<file path="src/rtl/comparador_ventana.sv">
// Streaming 1-D sliding-window max/min filter (dilation/erosion) over the last
// WIN accepted pixels of the current line, with edge replication at line start.
module comparador_ventana #(
    parameter int unsigned DATA_W = 8,
    parameter int unsigned WIN    = 5
) (
    input  logic              clk,
    input  logic              reset,
    input  logic              modo,
    input  logic              in_valid,
    input  logic              in_sol,
    input  logic [DATA_W-1:0] in_dato,
    output logic              out_valid,
    output logic              out_sol,
    output logic [DATA_W-1:0] out_dato,
    output logic              modo_activo
);

    logic [DATA_W-1:0] ventana [WIN];
    logic [DATA_W-1:0] nueva   [WIN];
    logic [DATA_W-1:0] reduccion;
    logic              primero;
    logic              inicio;
    logic              modo_red;

    // Post-update window: a line start replicates the incoming pixel into every slot.
    always_comb begin
        inicio   = in_valid && (in_sol || primero);
        modo_red = inicio ? modo : modo_activo;
        nueva[0] = in_dato;
        for (int unsigned i = 1; i < WIN; i++) begin
            nueva[i] = inicio ? in_dato : ventana[i-1];
        end
    end

    always_comb begin
        reduccion = nueva[0];
        for (int unsigned i = 1; i < WIN; i++) begin
            if (modo_red ? (nueva[i] < reduccion) : (nueva[i] > reduccion)) begin
                reduccion = nueva[i];
            end
        end
    end

    always_ff @(posedge clk) begin
        if (reset) begin
            out_valid   <= 1'b0;
            out_sol     <= 1'b0;
            out_dato    <= '0;
            modo_activo <= 1'b0;
            primero     <= 1'b1;
            for (int unsigned i = 0; i < WIN; i++) begin
                ventana[i] <= '0;
            end
        end else begin
            out_valid <= in_valid;
            out_sol   <= inicio;
            if (in_valid) begin
                for (int unsigned i = 0; i < WIN; i++) begin
                    ventana[i] <= nueva[i];
                end
                out_dato <= reduccion;
                primero  <= 1'b0;
                if (inicio) begin
                    modo_activo <= modo;
                end
            end
        end
    end

endmodule

</file>
<file path="config.mk">
export PLATFORM = sky130hd
export DESIGN_NAME = comparador_ventana
export DESIGN_NICKNAME = d
export VERILOG_FILES = /design/src/rtl/comparador_ventana.sv
export SDC_FILE = /design/constraint.sdc
export NUM_CORES = 1
export LEC_CHECK = 0
export CORE_ASPECT_RATIO = 1.5
export CORE_MARGIN = 4
export CORE_UTILIZATION = 35
export CTS_BUF_LIST = sky130_fd_sc_hd__clkbuf_8
export CTS_CLUSTER_SIZE = 40
export DETAILED_ROUTE_END_ITERATION = 6
export PLACE_DENSITY = 0.58
export SYNTH_ARGS = -nofsm -noshare
export SYNTH_HDL_FRONTEND = slang
export SYNTH_SLANG_ARGS = --single-unit
</file>
<file path="constraint.sdc">
create_clock -name clk -period 18.95 [get_ports clk]
set_input_delay 4.7375 -clock clk [delete_from_list [all_inputs] [get_ports clk]]
set_output_delay 4.7375 -clock clk [all_outputs]
set_load 0.03 [all_outputs]
</file>
; Yosys cells after proc, flatten, opt, wreduce, memory -nomap -nowiden
; Memories as Yosys holds them, arrays and structs flattened.
; Cells that the tools add are included.
[word_totals]
input_bits = 13
ram_bits = 40
output_inout_bits = 11
memories = 1
elab_cells = 44
reg_bits = 12
[mem_list]
columns = memory, depth, word_bits, read_ports, rd_clocked_by_memory_dff, wr, line
row1 = ventana, 5, 8, 4, 0, 5, 19  ; logic [DATA_W-1:0] ventana [WIN];
[classes]
n_mux = 23
reduce_logical = 2
magnitude_cmp = 8
n_bitwise = 5
[ops]
columns = cell, n
row1 = two-way mux 8 bit, 13
row2 = greater-than comparator 8 bit, 4
row3 = less-than comparator 8 bit, 4
row4 = two-way mux 1 bit, 10
row5 = OR 1 bit, 5
row6 = logical AND 1 bit, 1
row7 = logical OR 1 bit, 1

; Longest topological paths before layout
[logic_depth]
word_depth = 15
ltp_mapped = 54
ltp_nobuf = 49

; Worst setup path after synthesis
; No wires, ideal clock.
[synth_timing]
path_type = input-to-reg
start = in in_sol
end = reg out_dato[2]
required_ns = 18.887
t_arrival_ns = 13.351
path_stages = 51
setup_ns = 0.063
setup_slack_ns = 5.536
n_path_buf = 7
path_cell_list = o21ai_1 -> clkbuf_1 -> clkbuf_1 -> buf_1 -> a21oi_1 -> inv_1 -> ha_1 -> nand4_1 -> a21oi_1 -> o21a_1 -> or2_1 -> buf_2 -> clkbuf_1 -> nand2_1 -> o21ai_0 -> ha_1 -> a21oi_1 -> nor2b_1 -> (+15 left out) -> a31oi_1 -> o2bb2ai_1 -> a21o_4 -> buf_6 -> a31o_1 -> ha_1 -> a21o_1 -> a21o_1 -> a21oi_1 -> o22ai_1 -> nand2_1 -> nand2_1 -> clkbuf_1 -> nor2_1 -> nand2_1 -> a211oi_1 -> a41oi_1 -> nand3b_1
[synth_rtl]
columns = element, line
row1 = start: declaration, 11  ; input logic in_sol,
row2 = end signal: assignment, 62  ; out_dato <= reduccion;
row3 = end: declaration, 15  ; output logic [DATA_W-1:0] out_dato,

==> results.cfg <==
[worst_setup_path]
crit_slowest_cell = clkdlybuf4s50_1
critPathLaunchType = input port
required_ps = 19210
crit_arrival_ps = 15380
cp-end-kind = register
r2r_cells = 48
path_class = input port to register
crit_fanout = 42
slowest_delay_ps = 690
cp_common_cell = nor2_1

[timing]
setup_viol = 0
worst_slew_pin_slew_ps = 720
max_freq_mhz = 66.1
clock_skew_ps = 7.72
rsz0062_at_grt = false
setup_tns_ps = 0
period_share_pct = 79.8
hold_viol = 0
period_needed_ps = 15120
slew_viol_final = 0
timing.slew.headroom_pct = 50.8

[clock_network]
numCtsBuffers = 5
clkLatencyLatePin_ps = 320
htreeDepth = 2
cts_tree = yes
clk_path_buf_depth = 2
hold_buffers = 0
cts_root_buf = clkbuf_8
cts.repair.resized = 0
cts_setup_buffers = 0
path_clk_slew_ps = 100
clock-sinks = 44

[synthesis]
synth_simple_gate_area_share_pct = 21.4
syn-cell-area_um2 = 3620
synth_top_family_by_area = compound AO/OA/AOI/OAI gates
yosys.area_share.adder_pct = 10.0
seq_area_frac_synth_pct = 33.2
synth_compound_area_share_pct = 25.8
muxShareOfSynthArea_pct = 4.08
synthFlopType = edfxtp_1
yosys_warnings = 0
syn_area_per_cell_um2 = 8.23
synth-seq-cells = 44
synth-async-reset-ratio_pct = 0
synth-xor-area-share_pct = 0
syn_inst = 440
synth_nets = 482
synth.top_cells.by_area = edfxtp_1, ha_1, dfxtp_1
synth.distinct_cells = 56
synth.top_cell.area_share_pct = 26.5
yosysTopAreaCell = edfxtp_1
synth_edf_count = 32

[floorplan]
die-width_um = 91.1
die_h_um = 133
die_area_um2 = 12100
core_um2 = 10100
ioPinCount = 24
rows = 45
initial_utilization_pct = 35.7

[placement]
portBuffers = 23
post-dp-hpwl_um = 7870
place.gp.congestion = 0.922

[routing]
wl_per_cell_um = 17.8
drt-initial-drc-count = 219
dr.pass1.iters = 5
num_vias = 3316
finalWirelength_um = 10200
via_per_inst = 5.78
ant_nets = 0
route.detailed.drc = 0

[global_routing]
antenna_found_initial = 0
grt_pass1_vias = 3358
grt_usage_pct = 17.4
grt_start_max_net_pins = 43
grt-ovfl-total = 0
grt_pass1_wl_um = 16700

[min_path]
holdPathStages = 2
hp-class = register to register

[power]
irDropWorstVdd_mv = 0.0357
p_leak_uw = 0.00177
power_density_nw_per_um2 = 102

[finish]
finalCoreUtilization_pct = 40.0
nFillCells = 1074
num_antenna_cells = 0
drive_gt1_share_pct = 5.91
synthToLayoutAreaGrowth_pct = 12.0
nets = 498
layout_common_cells = nor2_1, nand2_1, a21oi_1

[run]
cap_violations = 0

[run_status]
outcome = finished, final reports clean
-- power by group --
group	internal (µW)	total [µW]	leakage, µW	switching (µW)
Clock	39.8	78.2	0.0000548	38.5
Sequential	114	120	0.000451	5.40
Combinational	83.8	216	0.00126	132
-- worst max-delay path: cells and delay by family --
family | cells | cell delay (ps)
multiplexers | 1 | 430
buffers and inverters | 3 | 1200
adder cells (fa/ha/maj) | 4 | 1190
AO/OA/AOI/OAI | 26 | 5170
AND/OR/NAND/NOR | 15 | 2620
-- registers in the layout (all words and copies together), names as in the netlist --
signal / cells
out_sol: 1
primero: 1
modo_activo: 1
out_dato: 8
out_valid: 1
ventana: 32
-- routing by layer --
layer,GRT usage (%),vias to the layer above,wire length (µm)
met5,0,-,0
met2,31.2,101,5230
li1,-,1643,-
met1,20.0,1542,4330
met4,8.72,0,338
met3,2.39,30,341
-- final timing paths --
kind / from / endpoint / slack, ps
worst min-delay path: out_dato[0]$_SDFFE_PP0P_ / out_dato[0]$_SDFFE_PP0P_ / 490
worst max register to register: primero$_SDFFE_PP1P_ / out_dato[2]$_SDFFE_PP0P_ / 8550
worst max-delay path: in_valid / out_dato[2]$_SDFFE_PP0P_ / 3830
worst min register to register: out_dato[0]$_SDFFE_PP0P_ / out_dato[0]$_SDFFE_PP0P_ / 490
-- cells in the mapped netlist, types with 3 or more instances --
cell type,instances
edfxtp_1,32
nand2b_1,3
a41o_1,3
o21a_1,7
a41oi_1,4
and2_1,4
mux2i_1,8
a22oi_1,3
ha_1,29
nor2_1,60
nand3_1,7
o31ai_1,3
nor3_1,6
nand4_1,10
a211oi_1,7
a31oi_1,3
or3_1,6
clkbuf_1,13
nor2b_1,6
o2111a_1,3
mux2_2,4
a21oi_1,40
o21ai_1,3
inv_1,29
o211ai_1,6
o311a_1,3
a21o_1,7
nand2_1,60
a31o_1,3
dfxtp_1,12
o21ai_0,24
buf_6,3
-- cells by family (layout without fill, tap and decap cells) --
logic type	after synthesis	count (layout)
flops	44	44
fa+ha+maj	29	29
compound gates	135	135
mux	13	13
buf+inv	47	64
simple gates	172	172
-- final cells by class --
type,instances,area [µm²],area share (%)
multi-input combinational,349,2220,54.8
inverter,29,109,2.68
tap,117,146,3.61
timing repair buffer,27,260,6.42
sequential,44,1200,29.6
clock inverter,3,46.3,1.14
clock buffer,5,68.8,1.70
-- per-stage QoR --
step | hold slack [ps] | total power (µW) | instance area [µm²] | instances | setup WS [ps]
3_5_place_dp | 478 | 336 | 3940 | 566 | 3720
5_1_grt | 537 | 446 | 4060 | 574 | 2790
2_1_floorplan | 496 | 282 | 3620 | 440 | 5540
4_1_cts | 501 | 416 | 4060 | 574 | 4020
3_3_place_gp | 465 | 334 | 3940 | 566 | 3920
6_report | 494 | 414 | 4060 | 574 | 3830
Note: power is estimated with default switching activity, not from simulation.
